<file path="src/rtl/move_list_builder.sv">
// -----------------------------------------------------------------------------
// move_list_builder
//
// Producer side of the packed move-list interface feeding the cube-state
// updater. Moves arrive one per handshake and are packed first-move-highest
// into a MAX_MOVES*MOVE_W list (slot k at [LIST_W-1-MOVE_W*k -: MOVE_W]).
// On seq_done the list is announced with a one-cycle new_moves_ready strobe
// and then held bit-stable until the updater answers with state_updated.
//
// Optional feature (macro CANCEL_INVERSE_EN):
//   When defined, a legal move equal to the last slot XOR 1 (same face,
//   opposite direction) removes that last slot instead of being appended.
//   When undefined, every legal move is appended and no compare logic exists.
//
// Ports
//   clock            in   system clock
//   reset_n          in   synchronous active-low reset
//   move_in          in   move code (0 = NULL, 2..13 legal, 1/14/15 illegal)
//   move_valid       in   move_in valid this cycle
//   move_ready       out  builder accepts moves (FILL state)
//   seq_done         in   end of sequence, issue the list
//   moves            out  packed move list, unused slots 0
//   new_moves_ready  out  one-cycle strobe: moves valid
//   state_updated    in   updater finished applying the list
//   move_count       out  slots currently filled
//   overflow         out  sticky: move offered while list full
//   bad_move         out  sticky: illegal code offered
// -----------------------------------------------------------------------------
module move_list_builder #(
  parameter  int MAX_MOVES = 50,
  parameter  int MOVE_W    = 4,
  localparam int LIST_W    = MAX_MOVES * MOVE_W,
  localparam int CNT_W     = $clog2(MAX_MOVES + 1)
) (
  input  logic              clock,
  input  logic              reset_n,
  input  logic [MOVE_W-1:0] move_in,
  input  logic              move_valid,
  output logic              move_ready,
  input  logic              seq_done,
  output logic [LIST_W-1:0] moves,
  output logic              new_moves_ready,
  input  logic              state_updated,
  output logic [CNT_W-1:0]  move_count,
  output logic              overflow,
  output logic              bad_move
);

  typedef enum logic [1:0] {
    FILL      = 2'd0,
    ISSUE     = 2'd1,
    WAIT_DONE = 2'd2
  } state_t;

  state_t            state_q, state_d;
  logic [LIST_W-1:0] moves_q, moves_d;
  logic [CNT_W-1:0]  count_q, count_d;
  logic              ready_q, ready_d;
  logic              nmr_q, nmr_d;
  logic              ovf_q, ovf_d;
  logic              bad_q, bad_d;

  logic              code_null;
  logic              code_bad;
  logic              list_full;
  logic [LIST_W-1:0] moves_app;

  // Codes 1, 14 and 15 have no face/direction meaning.
  function automatic logic is_bad_code(input logic [MOVE_W-1:0] c);
    return (c == MOVE_W'(1)) || (c == MOVE_W'(14)) || (c == MOVE_W'(15));
  endfunction

`ifdef CANCEL_INVERSE_EN
  logic [MOVE_W-1:0] last_slot;
  logic [LIST_W-1:0] moves_cnl;
  logic              cancel_hit;
`endif

  always_comb begin
    code_null = (move_in == '0);
    code_bad  = is_bad_code(move_in);
    list_full = (count_q >= CNT_W'(MAX_MOVES));

    // List with move_in written into the next free slot.
    moves_app = moves_q;
    for (int k = 0; k < MAX_MOVES; k++) begin
      if (count_q == CNT_W'(k)) begin
        moves_app[(MAX_MOVES-1-k)*MOVE_W +: MOVE_W] = move_in;
      end
    end
  end

`ifdef CANCEL_INVERSE_EN
  always_comb begin
    // Last filled slot and the list with that slot cleared.
    last_slot = '0;
    moves_cnl = moves_q;
    for (int k = 0; k < MAX_MOVES; k++) begin
      if (count_q == CNT_W'(k + 1)) begin
        last_slot = moves_q[(MAX_MOVES-1-k)*MOVE_W +: MOVE_W];
        moves_cnl[(MAX_MOVES-1-k)*MOVE_W +: MOVE_W] = '0;
      end
    end
    // Inverse pairs differ only in bit 0 (R=2/Ri=3, U=4/Ui=5, ...).
    cancel_hit = (count_q != '0) && (move_in == (last_slot ^ MOVE_W'(1)));
  end
`endif

  always_comb begin
    state_d = state_q;
    moves_d = moves_q;
    count_d = count_q;
    ready_d = ready_q;
    nmr_d   = 1'b0;
    ovf_d   = ovf_q;
    bad_d   = bad_q;

    unique case (state_q)
      FILL: begin
        ready_d = 1'b1;
        // A move offered together with seq_done is still taken in.
        if (move_valid && !code_null) begin
          if (code_bad) begin
            bad_d = 1'b1;
          end
`ifdef CANCEL_INVERSE_EN
          else if (cancel_hit) begin
            moves_d = moves_cnl;
            count_d = count_q - CNT_W'(1);
          end
`endif
          else if (!list_full) begin
            moves_d = moves_app;
            count_d = count_q + CNT_W'(1);
          end else begin
            ovf_d = 1'b1;
          end
        end
        if (seq_done) begin
          state_d = ISSUE;
          nmr_d   = 1'b1;
          ready_d = 1'b0;
        end
      end

      ISSUE: begin
        ready_d = 1'b0;
        state_d = WAIT_DONE;
      end

      WAIT_DONE: begin
        ready_d = 1'b0;
        if (state_updated) begin
          moves_d = '0;
          count_d = '0;
          ovf_d   = 1'b0;
          bad_d   = 1'b0;
          ready_d = 1'b1;
          state_d = FILL;
        end
      end

      default: begin
        state_d = FILL;
        ready_d = 1'b1;
      end
    endcase
  end

  always_ff @(posedge clock) begin
    if (!reset_n) begin
      state_q <= FILL;
      moves_q <= '0;
      count_q <= '0;
      ready_q <= 1'b1;
      nmr_q   <= 1'b0;
      ovf_q   <= 1'b0;
      bad_q   <= 1'b0;
    end else begin
      state_q <= state_d;
      moves_q <= moves_d;
      count_q <= count_d;
      ready_q <= ready_d;
      nmr_q   <= nmr_d;
      ovf_q   <= ovf_d;
      bad_q   <= bad_d;
    end
  end

  assign moves           = moves_q;
  assign move_count      = count_q;
  assign move_ready      = ready_q;
  assign new_moves_ready = nmr_q;
  assign overflow        = ovf_q;
  assign bad_move        = bad_q;

endmodule

</file>
<file path="config.mk">
export PLATFORM = sky130hd
export DESIGN_NAME = move_list_builder
export DESIGN_NICKNAME = d
export VERILOG_FILES = /design/src/rtl/move_list_builder.sv
export SDC_FILE = /design/constraint.sdc
export NUM_CORES = 1
export LEC_CHECK = 0
export CELL_PAD_IN_SITES_DETAIL_PLACEMENT = 1
export CELL_PAD_IN_SITES_GLOBAL_PLACEMENT = 1
export CORE_MARGIN = 2
export CORE_UTILIZATION = 37
export CTS_CLUSTER_DIAMETER = 30
export DETAILED_ROUTE_END_ITERATION = 8
export GPL_TIMING_DRIVEN = 0
export PLACE_DENSITY_LB_ADDON = 0.1
export SYNTH_ARGS = -nofsm -noshare
export SYNTH_HDL_FRONTEND = slang
export SYNTH_SLANG_ARGS = --single-unit
</file>
<file path="constraint.sdc">
create_clock -name clock -period 2.5 [get_ports clock]
set_input_delay 0.5 -clock clock [delete_from_list [all_inputs] [get_ports clock]]
set_output_delay 0.5 -clock clock [all_outputs]
set_load 0.005 [all_outputs]
</file>
* Word level (Yosys, flattened, before mapping)
Cells that the tools add are included.
** Storage, ports and cells
- Register bits after elaboration :: 212
- Bits of input ports :: 9
- Output and inout port bits :: 210
- Logic and storage cells :: 307
** Operators by class
- Add/subtract/negate cells :: 1
- Magnitude comparators :: 1
- Equality and inequality tests :: 111
- Multiplexer cells :: 75
- Reduce and logical (&&, ||, !) cells :: 63
** Operator list (number)
- $mux W200 :: 4
- $pmux W200 S2 :: 1
- $reduce_and A6 Y1 :: 50
- $mux W4 :: 50
- $ne A2 B2 Y1 const B :: 57
- $eq A6 B6 Y1 const B :: 18
- $eq A6 B5 Y1 const B :: 16
- $eq A6 B4 Y1 const B :: 8
- $eq A6 B3 Y1 const B :: 4
- $mux W6 :: 4
- $eq A6 B2 Y1 const B :: 2
- $pmux W6 S2 :: 1
- $reduce_and A5 Y1 :: 2
- $mux W1 :: 9
- $eq A4 B4 Y1 const B :: 2
- $add A6 B1 Y6 const B :: 1
- $eq A6 B1 Y1 const B :: 1
- $ge A6 B6 Y1 const B :: 1
- $logic_not A6 Y1 :: 1
- $pmux W2 S3 :: 1
- $eq A4 B1 Y1 const B :: 1
- $logic_not A4 Y1 :: 1
- $mux W2 :: 2
- $pmux W1 S2 :: 2
- 10 further kinds :: 12

* Logic depth before layout (Yosys ltp)
Gate-level depths: netlist (run 1).
- Word-level depth :: 6
- Mapped depth :: 10
- Gate-level depth less buffers :: 7

* Worst setup path after synthesis (run 1)
OpenSTA, ideal clock, no wires.
- Path type :: reg-to-reg
- From :: register count_q[0] (netlist: move_count[0])
- To :: register count_q[4] (netlist: move_count[4])
- Setup time :: 0.071 ns
- Arrival :: 2.242 ns
- Data required time :: 2.429 ns
- Setup slack :: 0.187 ns
- Cell stages (with the launch flop) :: 10
- Period minus slack after synthesis :: 2.313 ns
- Cell sequence :: dfxtp_1 > inv_1 > ha_1 > or4_4 > nand3_2 > a21oi_2 > buf_6 > buf_6 > or4_1 > a21oi_1
** Between the ends
- Cells in the longest elaborated chain, start to end :: 5
- Elaborated cells between the ends (all ways) :: 8
- Classes of those cells :: 1 x add/sub; 1 x order compare; 1 x eq/ne; 4 x mux; 1 x reduce/logical
** RTL lines
- start, declared :: line 57 : logic [CNT_W-1:0] count_q, count_d;
- start signal, assigned :: line 182 : count_q <= count_d;
- $add A6 B1 Y6 :: line 134 : count_d = count_q + CNT_W'(1);
- $mux W6 :: line 132 : else if (!list_full) begin
- $mux W6 :: line 123 : if (code_bad) begin
- $mux W6 :: line 122 : if (move_valid && !code_null) begin
- $pmux W6 S2 :: line 118 : unique case (state_q)
Parallel ways exist; a longest one is shown, timed or not. The select of a mux whose other input is x is not followed.
A chain may end at the register's enable or synchronous reset.

* Worst setup path after layout (run 1)
- From :: input port move_in[0]
- To :: register moves_q[37] (netlist: moves[37])
** Between the ends
- Cells in the longest elaborated chain, start to end :: 5
- Elaborated cells between the ends (all ways) :: 11
- Classes of those cells :: 5 x eq/ne; 6 x reduce/logical
** RTL lines
- start, declared :: line 37 : input logic [MOVE_W-1:0] move_in,
- $eq A4 B1 Y1, or another cell as far along :: line 70 : return (c == MOVE_W'(1)) || (c == MOVE_W'(14)) || (c == MOVE_W'(15));
- $logic_or A1 B1 Y1 / $logic_not A1 Y1 (equally long branches) :: line 70, 122
- $logic_or A1 B1 Y1 / $logic_and A1 B1 Y1 (equally long branches) :: line 70, 122
- $ne A2 B2 Y1 (no source line)
- $reduce_and A6 Y1 (no source line) *
- end signal, assigned :: line 181 : moves_q <= moves_d;
- end, declared :: line 56 : logic [LIST_W-1:0] moves_q, moves_d;
Mark *: on every way between the ends. The rest lies on a longest branch, timed or not.

==> out/metrics.csv, run 1 <==
metric;value;unit
CP required;2.87;ns
CTS sink cnt;212;
register area;4250;µm²
P&R area growth vs syn;50.4;%
complex-gate fraction of the synthesized area;0.0476;
PwrDens;881;nW/µm²
Mapped Nets;920;
CP Max Fanout;10;
#FFs+latches synth;212;
CTS tree;yes;
Leak;0.00498;µW
TNS Setup;0;ns
main combinational cell family by area after synthesis;multiplexers;
xor/xnor share of the synthesized area;0;
cell area after synthesis;8570;µm²
first-pass GRT wire length;45300;µm
ratio of final minimum period to clock period;0.974;
antenna cells;0;
die width;156;µm
Vias/cell;5.01;
Adder-Cell Fraction of Synth Area;0.00584;
DR WL/cell;19.7;µm
Synth Area in Simple Gates;0.160;
routability cong.;0.856;
Final setup viols;0;
later-pin clock latency in the skew report;0.53;ns
DR pass1 iterations;4;
Multi-input gate area;3880;µm²
met1 usage;0.285;
Max clock buf depth;3;
post-synthesis mux area share;0.234;
Post-Place Cell Area;11100;µm²
Critical Path AT;2.81;ns
largest net degree at the start of global routing;12;
Die ar.;24400;µm²
CP endpoint kind;flop;
Final Cell Area;12900;µm²
initial antenna violation count;0;
busiest grt layer;met2;
DP Wirelength;20300;µm
H-tree levels;2;
CTS root buffer;clkbuf_16;
Yosys top cell area share;0.495;
Rel. slew slack;0.514;
Worst-Margin Slew;0.728;ns
crit path time final;2.43;ns
total number of yosys warnings;0;
core region area;22700;µm²
Final Hold Vio Count;0;
via count;7429;
GR Util All Layers;0.238;
sequential area share after synthesis;0.495;
Fill cells;2471;
post-synth top area cell;dfxtp_1;
critical path class;input port to flop;
cts bufs inserted;47;
worst min path class;flop to flop;
pre-CTS setup slack;-0.553;ns
GR Overflow Total;0;
port buffer count;217;
Max Cap Viol;0;
distinct cell type count after synthesis;35;
Synth area leaders;dfxtp_1 (50%), mux2i_1 (23%), nand2_1 (9.1%), clkbuf_1 (4.0%), and3_1 (2.8%);
met2 Use GR;0.420;
CP Launch Type;input port;
Final nets;1174;
setup slack after layout;0.0650;ns
DRT iter0 DRCs;163;
row count;55;
WL final;29200;µm
Max Slew Vio Count;0;
VDD IR max;0.000569;V
final core utilization;0.567;
Initial Util;0.377;
vias in the first global route;8061;
Synth Instances;907;
Fmax;0.411;GHz
Setup Skew;0.0115;ns
status;completed;
clock-pin slew on the worst setup and hold paths;0.05;ns
DRC violations left;0;
fraction of layout cells with a size suffix above 1;0.108;
syn_area_per_cell;9.45;µm²
GR met3 Demand/Resource;0.0581;
Top-Level Pins;219;
Die H;156;µm
antenna-violating nets left;0;
==> stage by stage <==
stage	power [µW]	hold slack, ns	instances
global route	11700	0.473	1483
finish	11300	0.455	1483
global placement	4710	0.440	1409
CTS	11400	0.457	1488
floorplan	4210	0.451	907
detailed placement	4730	0.446	1409
==> cell usage after synthesis, drive strengths merged <==
library cell	number
or4	3
o21a	1
clkbuf	99
mux2i	200
a32o	1
a32oi	1
and4	1
nand2	207
dfxtp	212
or3	14
nand3b	8
nor4b	1
a41o	1
inv	2
ha	4
and3	38
nor3	2
nand4	1
a41oi	3
nor2b	6
o21ai	41
buf	18
a31oi	13
nand3	7
o31ai	1
nand2b	2
nor2	9
a21oi	8
or2	2
a21o	1
==> power by group <==
| group | internal (µW) | switching, µW |
|---|---|---|
| clock | 4680 | 1980 |
| sequential | 3540 | 89.1 |
| combinational | 509 | 548 |
==> metal layers <==
layer	vias to the layer above	wire length [µm]
met5	-	0
met2	199	14400
li1	3562	-
met1	3616	12300
met3	52	1690
met4	0	759
==> state kept, by name, indices dropped and copies added (netlist names) <==
signal	cells
move_ready	1
bad_move	1
overflow	1
new_moves_ready	1
moves	200
move_count	6
state_q	2
==> cell usage in the layout (no fill, tap or decap), types with 8 or more instances in the layout <==
master	n
clkdlybuf4s50_1	217
dfxtp_1	211
nand2_1	207
mux2i_1	200
clkbuf_1	77
clkbuf_16	49
o21ai_0	41
and3_1	33
or3_1	14
a31oi_1	13
clkbuf_2	10
nor2_1	9
clkinvlp_4	9
bufinv_16	9
nand3b_1	8
==> cells by family (layout without fill, tap and decap cells) <==
logic type / count (synthesis) / in the layout
multiplexers: 200 / 200
adder cells (fa/ha/maj): 4 / 4
buffers and inverters: 119 / 410
AND/OR/NAND/NOR: 301 / 301
AO/OA/AOI/OAI: 71 / 71
flip-flops: 212 / 212
==> critical path: stages <==
cell and delay (ns):
clkdlybuf4s50_1 0.48, or4_1 0.63, a32o_1 0.39, clkbuf_1 0.23
and3_1 0.26, clkbuf_2 0.18, mux2i_1 0.13
==> final timing paths <==
path,from,end,slack [ns],cells past startpoint
worst min register to register,moves[116],moves[116],0.46,2
worst max register to register,move_count[0],moves[14],0.10,10
worst max-delay path,move_in[0],moves[37],0.07,7
worst min-delay path,moves[116],moves[116],0.46,2
==> what timing repair did <==
action,CTS,global route
setup buffers,0,1
gates resized for setup,13,19
hold buffers,0,0
setup endpoints to repair,185,178
pin swaps,0,2
==> final cells by class <==
type	instances	area share
flip-flops and latches	212	0.330
inverters	2	0.000583
multi-input cells	576	0.301
clock inverters	27	0.0306
repair buffers	218	0.170
plain buffers	104	0.0369
well taps	285	0.0277
clock buffers	59	0.104
Power figures use the tool's default switching activity.
==> run 2, diff against run 1 <==
SKIP_LAST_GASP = 1   (was not set)
==> run 2 against run 1 <==
Effect of this change:
- register-to-register slack about the same
- die area unchanged
- wire length about the same
- hold slack unchanged
- power unchanged
- via count about the same
- first-iteration DRC count down 1.2%
- clock-buffer cell count unchanged
- sequential power about the same
- worst setup slack worse by 0.014 ns
- cell count unchanged
- critical path depth unchanged
- largest cell class unchanged
==> out/metrics.csv, run 2 (synthesis results as in run 1) <==
metric;value;unit;change
status;completed;;
via count;7431;;+0.027%
Slowest cell on crit path;or4_1;;
antenna-violating nets left;0;;unchanged
die width;156;µm;unchanged
routability cong.;0.856;;unchanged
TNS Setup;0;ns;unchanged
GR Overflow Total;0;;unchanged
ratio of final minimum period to clock period;0.980;;+0.00579
CP Launch Type;input port;;
final core utilization;0.567;;about the same
fraction of layout cells with a size suffix above 1;0.107;;-0.000835
CTS tree;yes;;
Max clock buf depth;3;;unchanged
DR pass1 iterations;4;;unchanged
CTS sink cnt;212;;unchanged
Rel. slew slack;0.514;;unchanged
Worst-Margin Slew;0.728;ns;unchanged
Critical Path AT;2.82;ns;about the same
HP Start;moves[116];;
Max Cap Viol;0;;unchanged
vias in the first global route;8061;;unchanged
GR Util All Layers;0.238;;unchanged
later-pin clock latency in the skew report;0.53;ns;about the same
RSZ-0062 raised after global routing;true;;
PwrDens;881;nW/µm²;about the same
P&R area growth vs syn;50.4;%;about the same
hold slack;0.455;ns;unchanged
Final setup viols;0;;unchanged
Vias/cell;5.01;;about the same
Leak;0.00497;µW;about the same
DRT iter0 DRCs;161;;-1.2%
Die ar.;24400;µm²;unchanged
Max Slew Vio Count;0;;unchanged
Top-Level Pins;219;;unchanged
commonest non-fill, non-tap cells in the layout;clkdlybuf4s50_1 (217), dfxtp_1 (211), nand2_1 (207);;
Critical path buffers and inverters;3;;unchanged
delay of the slowest cell on the worst path;0.63;ns;about the same
Fill cells;2472;;+0.040%
busiest grt layer;met2;;
Multi-input gate area;3880;µm²;unchanged
register-to-register setup slack;0.09;ns;about the same
DR WL/cell;19.7;µm;about the same
Initial Util;0.377;;unchanged
Cells on Worst Hold Path;2;;unchanged
Die H;156;µm;unchanged
WL final;29200;µm;about the same
CP Max Fanout;10;;unchanged
core region area;22700;µm²;unchanged
Final Hold Vio Count;0;;unchanged
CP endpoint kind;flop;;
DRC violations left;0;;unchanged
row count;55;;unchanged
CP required;2.87;ns;about the same
largest net degree at the start of global routing;12;;unchanged
antenna cells;0;;unchanged
crit path time final;2.45;ns;+0.0145 ns
worst flop-to-flop path endpoint;moves[14];;
CTS root buffer;clkbuf_16;;
Worst Hold End;moves[116];;
CP cell instances;clkdlybuf4s50_1 -> or4_1 -> a32o_1 -> buf_1 -> and3_1 -> clkbuf_1 -> mux2i_1;;
R2R Path Start;move_count[0];;
Fmax;0.408;GHz;-0.59%
CP top delay family;buffers and inverters;;
setup slack after layout;0.0506;ns;-0.0145 ns
VDD IR max;0.000569;V;about the same
Final nets;1174;;unchanged
met2 Use GR;0.420;;unchanged
cts bufs inserted;47;;unchanged
GR met3 Demand/Resource;0.0581;;unchanged
register area;4250;µm²;unchanged
critical path class;input port to flop;;
number of flip-flops in the largest register;200;;unchanged
pre-CTS setup slack;-0.553;ns;unchanged
Setup Skew;0.0115;ns;+0.000000200 ns
port buffer count;217;;unchanged
H-tree levels;2;;unchanged
clock-pin slew on the worst setup and hold paths;0.05;ns;about the same
commonest non-fill, non-tap cell in the layout;clkdlybuf4s50_1;;
R2R depth;10;;unchanged
met1 usage;0.285;;unchanged
worst min path class;flop to flop;;
first-pass GRT wire length;45300;µm;unchanged
DP Wirelength;20300;µm;unchanged
initial antenna violation count;0;;unchanged
## run 2: worst max path at each step
stage / start / end / cells after the start
global route: move_in[0] / moves[139] / 7
finish: move_in[0] / moves[136] / 7
CTS: move_count[0] / moves[172] / 9
floorplan: move_count[0] / move_count[4] / 9
detailed placement: move_in[0] / moves[58] / 7
global placement: move_in[0] / moves[132] / 7
## run 2: per-layer routing
| layer | routed length [µm] | share of wire |
|---|---|---|
| met2 | 14400 | 0.49 |
| met1 | 12300 | 0.42 |
| met5 | 0 | 0 |
| met4 | 759 | 0.026 |
| met3 | 1690 | 0.058 |
## run 2: power breakdown
| group | switching, µW | total [µW] | internal (µW) |
|---|---|---|---|
| Clock | 1980 | 6660 | 4680 |
| Combinational | 549 | 1060 | 509 |
| Sequential | 89.1 | 3630 | 3540 |
| Total | 2620 | 11300 | 8730 |
## run 2: per-stage QoR
step	instance area (µm²)	total power [µW]	instances
after floorplan	8570	4210	907
after global placement	11100	4710	1409
after detailed placement	11100	4730	1409
after CTS	12800	11400	1488
after global routing	12900	11700	1483
final	12900	11300	1483
## run 2: timing repair
item,CTS,global route
hold buffers,0,0
gates cloned,0,0
endpoints found under the setup margin,185,178
resized for setup,13,18
buffers inserted,0,1
pin swaps,0,2
## run 2: area by class of cell
| class | count | area share |
|---|---|---|
| clock buffer | 59 | 0.104 |
| timing repair buffer | 218 | 0.170 |
| clock inverter | 27 | 0.0306 |
| buffer | 104 | 0.0368 |
| multi-input combinational | 576 | 0.301 |
| inverter | 2 | 0.000583 |
| tap | 285 | 0.0277 |
| sequential | 212 | 0.330 |
## run 2: worst min-delay path: stages (launching register included)
cell and delay [ns]:
dfxtp_1 0.30, nand2_1 0.05, mux2i_1 0.05
==> run 3, diff against run 2 <==
SKIP_CTS_REPAIR_TIMING = 1   (was not set)
==> run 3 against run 2 <==
Effect of this change:
- critical path type unchanged
- critical endpoint is now moves[30]
- die area is the same
- critical path depth is the same
- largest power group unchanged
- cell count shrank 0.13%
==> out/metrics.csv, run 3 (synthesis results as in run 1) <==
metric;value;unit;change
Max Cap Viol;0;;unchanged
Final Hold Vio Count;0;;unchanged
antenna cells;0;;unchanged
Initial Util;0.377;;unchanged
CTS tree;yes;;
CP top delay family;buffers and inverters;;
GR Overflow Total;0;;unchanged
first-pass GRT wire length;45100;µm;-0.43%
register-to-register setup slack;0.09;ns;about the same
R2R Path Start;move_count[0];;
DR WL/cell;19.6;µm;-0.45%
CP Launch Type;input port;;
Final Cell Area;12900;µm²;-0.15%
die width;156;µm;unchanged
routability cong.;0.856;;unchanged
antenna-violating nets left;0;;unchanged
DR pass1 iterations;4;;unchanged
PwrDens;882;nW/µm²;+0.10%
TNS Setup;0;ns;unchanged
Final nets;1172;;-0.17%
Slowest cell on crit path;or4_1;;
commonest non-fill, non-tap cell in the layout;clkdlybuf4s50_1;;
Top-Level Pins;219;;unchanged
worst min path class;flop to flop;;
commonest non-fill, non-tap cells in the layout;clkdlybuf4s50_1 (217), dfxtp_1 (211), nand2_1 (207);;
Die ar.;24400;µm²;unchanged
clock-pin slew on the worst setup and hold paths;0.04;ns;about the same
Leak;0.00497;µW;-0.12%
DRC violations left;0;;unchanged
CP cell instances;clkdlybuf4s50_1 -> or4_1 -> a32o_1 -> clkbuf_1 -> and3_1 -> clkbuf_2 -> mux2i_1;;
Fill cells;2474;;+0.081%
critical path launch point;move_in[0];;
Fmax;0.412;GHz;+0.81%
crit path time final;2.43;ns;-0.0198 ns
H-tree levels;2;;unchanged
critical path class;input port to flop;;
CP required;2.86;ns;about the same
status;completed;;
CTS sink cnt;212;;unchanged
Setup Skew;0.0117;ns;+0.000194 ns
DP Wirelength;20300;µm;unchanged
hold slack;0.455;ns;-0.0000570 ns
row count;55;;unchanged
port buffer count;217;;unchanged
Rel. slew slack;0.487;;-0.0275
Setup crit end;moves[30];;
Die H;156;µm;unchanged
via count;7442;;+0.15%
number of flip-flops in the largest register;200;;unchanged
ratio of final minimum period to clock period;0.972;;-0.00792
R2R depth;10;;unchanged
Post-Place Cell Area;11100;µm²;unchanged
Stages on worst setup path;7;;unchanged
initial antenna violation count;0;;unchanged
Final setup viols;0;;unchanged
Worst-Margin Slew;0.770;ns;+0.0412 ns
RSZ-0062 raised after global routing;true;;
largest net degree at the start of global routing;12;;unchanged
Multi-input gate area;3880;µm²;about the same
Max Slew Vio Count;0;;unchanged
cts bufs inserted;47;;unchanged
delay of the slowest cell on the worst path;0.62;ns;about the same
VDD IR max;0.000569;V;about the same
total power;11300;µW;about the same
Critical path buffers and inverters;3;;unchanged
Max clock buf depth;3;;unchanged
CP Max Fanout;10;;unchanged
Vias/cell;5.02;;+0.28%
GR Util All Layers;0.237;;-0.00103
P&R area growth vs syn;50.1;%;
register area;4250;µm²;unchanged
fraction of layout cells with a size suffix above 1;0.104;;-0.00317
DRT iter0 DRCs;167;;+3.7%
later-pin clock latency in the skew report;0.53;ns;about the same
CTS root buffer;clkbuf_16;;
WL final;29000;µm;-0.58%
worst flop-to-flop path endpoint;moves[14];;
vias in the first global route;8048;;-0.16%
CP endpoint kind;flop;;
Critical Path AT;2.79;ns;-0.03 ns
final core utilization;0.567;;-0.000827
core region area;22700;µm²;unchanged
-- run 3: worst min-delay path by stage --
stage / depth (start not counted) / start / slack (ns) / to
after floorplan: 2 / moves[0] / 0.45 / moves[0]
after global placement: 2 / moves[74] / 0.44 / moves[74]
after detailed placement: 2 / moves[169] / 0.45 / moves[169]
after CTS: 2 / moves[55] / 0.46 / moves[55]
after global routing: 2 / moves[175] / 0.47 / moves[175]
final: 2 / moves[55] / 0.46 / moves[55]
-- run 3: routing by layer --
layer / GRT usage / wire length [µm]
met5: 0 / 0
met4: 0.0747 / 704
met3: 0.0581 / 1700
met2: 0.418 / 14400
met1: 0.284 / 12200
-- run 3: where the power goes --
group | internal (µW) | leakage, µW | total [µW] | switching [µW]
Sequential | 3540 | 0.00172 | 3630 | 89.2
Clock | 4680 | 0.000822 | 6660 | 1980
Combinational | 505 | 0.00243 | 1050 | 544
-- run 3: worst register-to-register path, delay by kind of cell (launching register included) --
kind	cells	cell delay (ns)
buf+inv	4	0.64
flops	1	0.38
fa+ha+maj	1	0.21
simple gates	3	0.71
mux	1	0.21
compound gates	1	0.18
-- run 3: cell type report --
type | instances | share of cell area
buffer | 103 | 0.0371
clock buffer | 59 | 0.104
clock inverter | 27 | 0.0306
inverter | 2 | 0.000583
multi-input combinational | 576 | 0.301
sequential | 212 | 0.330
tap | 285 | 0.0277
timing repair buffer | 217 | 0.169
-- run 3: stage by stage --
step | worst slack [ns] | std cells
detailed placement | -0.553 | 1409
floorplan | 0.187 | 907
global route | -0.0279 | 1481
finish | 0.0704 | 1481
global placement | -0.554 | 1409
CTS | -0.405 | 1495
